`config.mk`:
```
export PLATFORM = sky130hd
export DESIGN_NAME = pcie_tx_os_sched
export DESIGN_NICKNAME = d
export VERILOG_FILES = /design/src/rtl/pcie_tx_os_sched.sv
export SDC_FILE = /design/constraint.sdc
export NUM_CORES = 1
export LEC_CHECK = 0
export ABC_AREA = 1
export CAP_MARGIN = 20
export CORE_MARGIN = 10
export CORE_UTILIZATION = 50
export CTS_CLUSTER_DIAMETER = 60
export DETAILED_ROUTE_END_ITERATION = 16
export PLACE_DENSITY_LB_ADDON = 0.1
export REMOVE_ABC_BUFFERS = 1
export SLEW_MARGIN = 15
export SYNTH_ARGS = -nofsm -noshare
export SYNTH_HDL_FRONTEND = slang
export SYNTH_SLANG_ARGS = --single-unit
```
`constraint.sdc`:
```
create_clock -name clk_i -period 1.5 [get_ports clk_i]
set_input_delay 0.3 -clock clk_i [delete_from_list [all_inputs] [get_ports clk_i]]
set_output_delay 0.3 -clock clk_i [all_outputs]
set_load 0.005 [all_outputs]
```
`src/rtl/pcie_tx_os_sched.sv`:
```
// ---------------------------------------------------------------------------
// pcie_tx_os_sched
//
// Transmit-side symbol scheduler between the MAC frame interface and the PHY
// lane encoder. Once a lane is detected it sends TS1_COUNT TS1 ordered sets
// (COM + 15 x D10.2). It then passes MAC symbols through. While in data mode
// it preempts the MAC every SKP_INTERVAL cycles to insert a SKP ordered set
// (COM + 3 x SKP). The output is a single registered valid/ready stage that
// feeds the 8b/10b encoder and carries a K-symbol flag.
//
// Optional feature macro: PCIE_TX_SCHED_IDLE_EN
//   When defined, a data-mode cycle with no MAC symbol loads a logical idle
//   symbol (8'h00, k=0). The output is then valid continuously in data mode.
//   When undefined, phy_data_valid_o drops to 0 in that case.
//
// Ports:
//   clk_i                  clock
//   rst_i                  synchronous active-high reset
//   lane_detected_i        receiver/lane present; when low, link drops to IDLE
//   mac_data_frame_i       MAC data symbol
//   mac_data_frame_valid_i MAC symbol valid
//   mac_data_frame_ready_o scheduler accepts MAC symbol this cycle
//                          (combinational on phy_data_ready_i)
//   phy_data_o             symbol to encoder
//   phy_data_k_o           symbol is a K-code
//   phy_data_valid_o       output symbol valid
//   phy_data_ready_i       encoder accepts symbol
//   link_up_o              scheduler is in data mode (DATA or SKP)
// ---------------------------------------------------------------------------
module pcie_tx_os_sched #(
  parameter int MAC_FRAME_WIDTH = 8,
  parameter int TS1_COUNT       = 8,
  parameter int SKP_INTERVAL    = 1180
) (
  input  logic                       clk_i,
  input  logic                       rst_i,
  input  logic                       lane_detected_i,
  input  logic [MAC_FRAME_WIDTH-1:0] mac_data_frame_i,
  input  logic                       mac_data_frame_valid_i,
  output logic                       mac_data_frame_ready_o,
  output logic [7:0]                 phy_data_o,
  output logic                       phy_data_k_o,
  output logic                       phy_data_valid_o,
  input  logic                       phy_data_ready_i,
  output logic                       link_up_o
);

  // Elaboration-time parameter checks
  if (MAC_FRAME_WIDTH != 8) begin : g_bad_width
    $error("pcie_tx_os_sched: MAC_FRAME_WIDTH must be 8");
  end
  if (TS1_COUNT < 1) begin : g_bad_ts1
    $error("pcie_tx_os_sched: TS1_COUNT must be >= 1");
  end
  if (SKP_INTERVAL < 8) begin : g_bad_skp
    $error("pcie_tx_os_sched: SKP_INTERVAL must be >= 8");
  end

  localparam logic [7:0] SYM_COM      = 8'hBC;  // K28.5
  localparam logic [7:0] SYM_SKP      = 8'h1C;  // K28.0
  localparam logic [7:0] SYM_TS1_FILL = 8'h4A;  // D10.2
  localparam logic [7:0] SYM_IDLE     = 8'h00;

  localparam int TS_W  = (TS1_COUNT > 1) ? $clog2(TS1_COUNT) : 1;
  localparam int TMR_W = $clog2(SKP_INTERVAL);

  localparam logic [TS_W-1:0]  TS_LAST  = TS_W'(TS1_COUNT - 1);
  localparam logic [TS_W-1:0]  TS_ONE   = TS_W'(1'b1);
  localparam logic [TMR_W-1:0] TMR_LAST = TMR_W'(SKP_INTERVAL - 1);
  localparam logic [TMR_W-1:0] TMR_ONE  = TMR_W'(1'b1);

  typedef enum logic [1:0] {
    ST_IDLE  = 2'd0,
    ST_TRAIN = 2'd1,
    ST_DATA  = 2'd2,
    ST_SKP   = 2'd3
  } state_t;

  state_t           state_r, state_s;
  logic [3:0]       sym_idx_r, sym_idx_s;
  logic [TS_W-1:0]  ts_cnt_r, ts_cnt_s;
  logic [TMR_W-1:0] skp_timer_r;
  logic             skp_pending_r;
  logic [7:0]       data_r;
  logic             k_r;
  logic             valid_r;
  logic             link_up_r;

  logic             slot_free_s;
  logic             mac_ready_s;
  logic             load_s;
  logic [7:0]       load_data_s;
  logic             load_k_s;
  logic             skp_done_s;
  logic             flush_s;

  // Output slot availability and MAC back-pressure; ready uses the registered
  // pending flag so a MAC symbol can never race a freshly raised SKP request.
  always_comb begin
    slot_free_s = !valid_r || phy_data_ready_i;
    mac_ready_s = (state_r == ST_DATA) && slot_free_s && !skp_pending_r;
  end

  // Next-state, counter and output-load decode
  always_comb begin
    state_s     = state_r;
    sym_idx_s   = sym_idx_r;
    ts_cnt_s    = ts_cnt_r;
    load_s      = 1'b0;
    load_data_s = SYM_IDLE;
    load_k_s    = 1'b0;
    skp_done_s  = 1'b0;
    flush_s     = 1'b0;
    case (state_r)
      ST_IDLE: begin
        if (lane_detected_i) begin
          state_s   = ST_TRAIN;
          sym_idx_s = 4'd0;
          ts_cnt_s  = {TS_W{1'b0}};
        end else begin
          state_s = ST_IDLE;
        end
      end
      ST_TRAIN: begin
        if (!lane_detected_i) begin
          flush_s = 1'b1;
        end else if (slot_free_s) begin
          load_s = 1'b1;
          if (sym_idx_r == 4'd0) begin
            load_data_s = SYM_COM;
            load_k_s    = 1'b1;
          end else begin
            load_data_s = SYM_TS1_FILL;
            load_k_s    = 1'b0;
          end
          if (sym_idx_r == 4'd15) begin
            sym_idx_s = 4'd0;
            if (ts_cnt_r == TS_LAST) begin
              state_s  = ST_DATA;
              ts_cnt_s = {TS_W{1'b0}};
            end else begin
              ts_cnt_s = ts_cnt_r + TS_ONE;
            end
          end else begin
            sym_idx_s = sym_idx_r + 4'd1;
          end
        end else begin
          state_s = ST_TRAIN;
        end
      end
      ST_DATA: begin
        if (!lane_detected_i) begin
          flush_s = 1'b1;
        end else if (skp_pending_r && slot_free_s) begin
          // COM of the SKP set goes out now; SKP state sends the 3 SKPs
          state_s     = ST_SKP;
          sym_idx_s   = 4'd0;
          load_s      = 1'b1;
          load_data_s = SYM_COM;
          load_k_s    = 1'b1;
        end else if (mac_ready_s && mac_data_frame_valid_i) begin
          load_s      = 1'b1;
          load_data_s = mac_data_frame_i;
          load_k_s    = 1'b0;
        end else if (slot_free_s) begin
`ifdef PCIE_TX_SCHED_IDLE_EN
          load_s      = 1'b1;
          load_data_s = SYM_IDLE;
          load_k_s    = 1'b0;
`else
          load_s      = 1'b0;
`endif
        end else begin
          state_s = ST_DATA;
        end
      end
      ST_SKP: begin
        if (!lane_detected_i) begin
          flush_s = 1'b1;
        end else if (slot_free_s) begin
          load_s      = 1'b1;
          load_data_s = SYM_SKP;
          load_k_s    = 1'b1;
          if (sym_idx_r == 4'd2) begin
            state_s    = ST_DATA;
            sym_idx_s  = 4'd0;
            skp_done_s = 1'b1;
          end else begin
            sym_idx_s = sym_idx_r + 4'd1;
          end
        end else begin
          state_s = ST_SKP;
        end
      end
      default: begin
        flush_s = 1'b1;
      end
    endcase
    // Lane loss abandons any ordered set in progress
    if (flush_s) begin
      state_s   = ST_IDLE;
      sym_idx_s = 4'd0;
      ts_cnt_s  = {TS_W{1'b0}};
      load_s    = 1'b0;
    end else begin
      flush_s = 1'b0;
    end
  end

  // State and ordered-set counters
  always_ff @(posedge clk_i) begin
    if (rst_i) begin
      state_r   <= ST_IDLE;
      sym_idx_r <= 4'd0;
      ts_cnt_r  <= {TS_W{1'b0}};
    end else begin
      state_r   <= state_s;
      sym_idx_r <= sym_idx_s;
      ts_cnt_r  <= ts_cnt_s;
    end
  end

  // Registered output stage: load, hold under back-pressure, or go empty
  always_ff @(posedge clk_i) begin
    if (rst_i) begin
      data_r    <= 8'h00;
      k_r       <= 1'b0;
      valid_r   <= 1'b0;
      link_up_r <= 1'b0;
    end else begin
      link_up_r <= (state_s == ST_DATA) || (state_s == ST_SKP);
      if (flush_s) begin
        valid_r <= 1'b0;
      end else if (load_s) begin
        data_r  <= load_data_s;
        k_r     <= load_k_s;
        valid_r <= 1'b1;
      end else if (slot_free_s) begin
        valid_r <= 1'b0;
      end
    end
  end

  // SKP interval timer; a wrap while a request is still pending does not
  // queue a second SKP, and a wrap wins over a same-cycle completion.
  always_ff @(posedge clk_i) begin
    if (rst_i || flush_s) begin
      skp_timer_r   <= {TMR_W{1'b0}};
      skp_pending_r <= 1'b0;
    end else if (link_up_r) begin
      if (skp_timer_r == TMR_LAST) begin
        skp_timer_r   <= {TMR_W{1'b0}};
        skp_pending_r <= 1'b1;
      end else begin
        skp_timer_r <= skp_timer_r + TMR_ONE;
        if (skp_done_s) begin
          skp_pending_r <= 1'b0;
        end
      end
    end
  end

  assign mac_data_frame_ready_o = mac_ready_s;
  assign phy_data_o             = data_r;
  assign phy_data_k_o           = k_r;
  assign phy_data_valid_o       = valid_r;
  assign link_up_o              = link_up_r;

endmodule

```
==> results of run 1 <==
-- layout make-up --
class                   count  area share
multi-input cells         228       0.475
clock buffers               7      0.0335
flip-flops and latches     32       0.227
inverters                  44      0.0596
repair buffers             59       0.185
well taps                  48      0.0209
-- cells by family (layout without fill, tap and decap cells) --
family                     Yosys count  count (layout)
adders and majority gates           11              11
xor gates and xnor gates             1               1
and+or+nand+nor                    181             182
buffers and inverters               49             110
AOI/OAI and AO/OA                   34              34
DFF                                 32              32
-- registers in the layout, summed over array words and instances, names as in the netlist --
register          count
phy_data_o            8
state_r               2
link_up_o             1
phy_data_k_o          1
phy_data_valid_o      1
sym_idx_r             4
skp_pending_r         1
ts_cnt_r              3
skp_timer_r          11
-- critical path: stages, from the launching register on --
cell and delay (ns):
dfxtp_4 0.36, buf_6 0.12, ha_4 0.17, buf_4 0.16, nand2_4 0.08, inv_2 0.05, nand2_4 0.08, nand2_8 0.08
buf_4 0.15, a21oi_1 0.11, nor2_1 0.06
-- worst min path at each step --
| stage | from | endpoint | slack, ns | cells after the start |
|---|---|---|---|---|
| final | sym_idx_r[0] | sym_idx_r[0] | 0.49 | 2 |
| after floorplan | lane_detected_i | state_r[0] | 0.43 | 2 |
| after CTS | phy_data_o[0] | phy_data_o[0] | 0.49 | 2 |
| after global placement | phy_data_o[0] | phy_data_o[0] | 0.47 | 2 |
| after detailed placement | phy_data_o[0] | phy_data_o[0] | 0.47 | 2 |
| after global routing | ts_cnt_r[2] | ts_cnt_r[2] | 0.51 | 2 |
-- metal layers --
metal | up-vias | GRT usage
li1 | 1098 | -
met4 | 0 | 0.0385
met1 | 969 | 0.183
met5 | - | 0
met2 | 63 | 0.245
met3 | 9 | 0.0443
-- cells in the final DEF, fill, tap and decap left out, types with 4 or more instances in the layout --
master           count
a21oi_1             13
a21oi_2              7
buf_4               30
buf_6                4
clkbuf_8             7
clkdlybuf4s50_1     21
dfxtp_1             27
ha_1                 6
ha_4                 4
inv_1               35
inv_2                7
nand2_1             74
nand2_2              6
nand2_4              6
nand3_1             20
nand4_1              4
nor2_1              41
nor2_2              10
nor2_4               5
nor3_1               7
o21ai_0              4
-- repair_timing --
item | 4_1_cts | 5_1_grt
hold buffers | 0 | 0
endpoints found under the setup margin | 20 | 29
gates cloned | 0 | 1
setup buffers | 3 | 2
resized for setup | 25 | 58
pin swaps | 7 | 12
-- stage by stage --
| stage | utilization | cells |
|---|---|---|
| finish | 0.773 | 418 |
| global route | 0.773 | 418 |
| CTS | 0.711 | 415 |
| detailed placement | 0.660 | 405 |
| global placement | 0.660 | 405 |
| floorplan | - | 303 |
-- where the power goes --
| part | leakage (nW) | switching [W] | total [W] | internal [W] |
|---|---|---|---|---|
| clock | 0.0503 | 0.000329 | 0.000737 | 0.000409 |
| sequential | 0.262 | 0.00000992 | 0.000870 | 0.000860 |
| combinational | 1.00 | 0.000162 | 0.000296 | 0.000134 |
==> flow_summary_export.csv, run 1 <==
group,metric,value,unit
setup_path,reg2reg_from,"state_r[1]",
synthesis,synth_top_area_frac,0.327,
synthesis,avgSynthCellArea,6.37,sq um
global_route,gr-total-overflow,0,
cells_and_area,area_growth,46.6,%
cells_and_area,filler_cell_count,282,
global_route,grtUsageTotal,0.148,
routing,drc,0,
synthesis,yosys_register_bits,32,
synthesis,ys_seq_area_frac,0.327,
status,violations,"setup timing",
synthesis,synth_xor_area_frac,0.00447,
synthesis,synth_cells,308,
setup_path,crit_fanout,7,
floorplanning,rows,22,
cells_and_area,finalInstanceArea,0.00287,sq mm
setup_path,ff2ff_path_depth,10,
cells_and_area,layout-drive-gt1-share,0.292,
setup_path,cp_data_arrival_time,1.71,ns
placement,hpwl,3.66,mm
synthesis,synthMuxAreaShare,0,
timing,fin_hold_ws,0.489,ns
floorplanning,die_area,0.00683,sq mm
synthesis,netlist-cell-type-count,24,
synthesis,yosys_warnings,0,
power_and_ir_drop,max-vdd-ir-drop,0.000513,V
timing,period_share,1.01,
floorplanning,num_io_pins,25,
routing,vias,2139,
routing,drt_wl_total,5.47,mm
timing,relSlewSlack,0.779,
synthesis,synth-edff-count,0,
synthesis,netlist_top_cells_area,"dfxtp_1 (33%), nand2_1 (15%), nor2_1 (11%)",
setup_path,cp-startpoint,"state_r[1]",
setup_path,critPathRequiredTime,1.69,ns
synthesis,synth_top_family_by_area,"simple AND/OR/NAND/NOR gates",
placement,placed_area,0.00245,sq mm
cells_and_area,multi_input_area,0.00136,sq mm
cells_and_area,num_antenna_cells,0,
synthesis,ys_top_cells_by_count,"nand2_1 (77), nor2_1 (55), inv_1 (42)",
synthesis,synth_fa_ha_area_frac,0.0702,
routing,drtPass1Iterations,4,
timing,worst_slack,-0.0188,ns
floorplanning,die_h,82.6,um
synthesis,synth_compound_area_frac,0.0906,
setup_path,criticalPathCategory,"flop to flop",
cells_and_area,register_area,652,sq um
floorplanning,fp.coreArea,0.00372,sq mm
timing,finalHoldViolCount,0,
routing,wl_met3,352,um
timing,slew_viol_final,0,
clocking,cts_tree,"done",
setup_path,crit_end,"phy_data_o[3]",
timing,rsz0062_at_grt,"true",
routing,viasPerCell,5.12,
global_route,grt_antenna_before_repair,0,
timing,period_minus_slack,1.52,ns
synthesis,yosys.area_share.simple,0.407,
synthesis,synth_top_cell_by_area,"dfxtp_1",
global_route,grt_pass1_vias,1834,
cells_and_area,nets,394,
global_route,grt_pass1_wl,8.09,mm
routing,wl_per_cell,13.1,um
clocking,cts-root-buf,"clkbuf_8",
clocking,clkLatencyLatePin,0.29,ns
synthesis,synthArstFlopShare,0,
floorplanning,die_w,82.6,um
power_and_ir_drop,cellPowerDensity,662,mW/mm^2
hold_path,hold_class,"flop to flop",
routing,drtAntennaViolNets,0,
clocking,numCtsBuffers,5,
setup_path,cp-start-kind,"flop",
timing,fmax,0.658,GHz
placement,dpl_worst_slack,-0.388,ns
routing,dr_wl_met2,2.72,mm
power_and_ir_drop,p_total,0.00190,W
synthesis,synthMostInstantiatedCell,"nand2_1",
routing,dr.first_iter.drc_count,140,
timing,skew,0.00988,ns
power_and_ir_drop,leakage,1.31,nW
setup_path,endpoint_kind,"flop",
clocking,cts_buffer_depth,2,
routing,m1WireLength,2.34,mm
setup_path,r2r_end,"phy_data_o[3]",
placement,gp_routability_congestion,0.909,
timing,setup_tns,-0.0188,ns
setup_path,rrSetupSlack,-0.02,ns
status,status,"finished, violations left",
floorplanning,start_util,0.528,
clocking,cts.reportedPaths.clkPinSlew,0.07,ns
timing,setup_violations,1,
clocking,cts_max_level,2,
run,cap_violations,0,
global_route,grt_max_degree,14,
synthesis,synth_ff_type,"dfxtp_1",
routing,dr.max_layer_used,"met4",
placement,port_buffers,24,
clocking,clock_sinks,32,
synthesis,syn_area,0.00196,sq mm
timing,worst_pin_slew,0.332,ns
(Power assumes the default switching activity.)
==> run 2, diff against run 1 <==
Settings changed: CAP_MARGIN 20 to default, CTS_CLUSTER_DIAMETER 60 to 50.
==> results of run 2 <==
Final layout, timing and power as in run 1 (identical DEF).
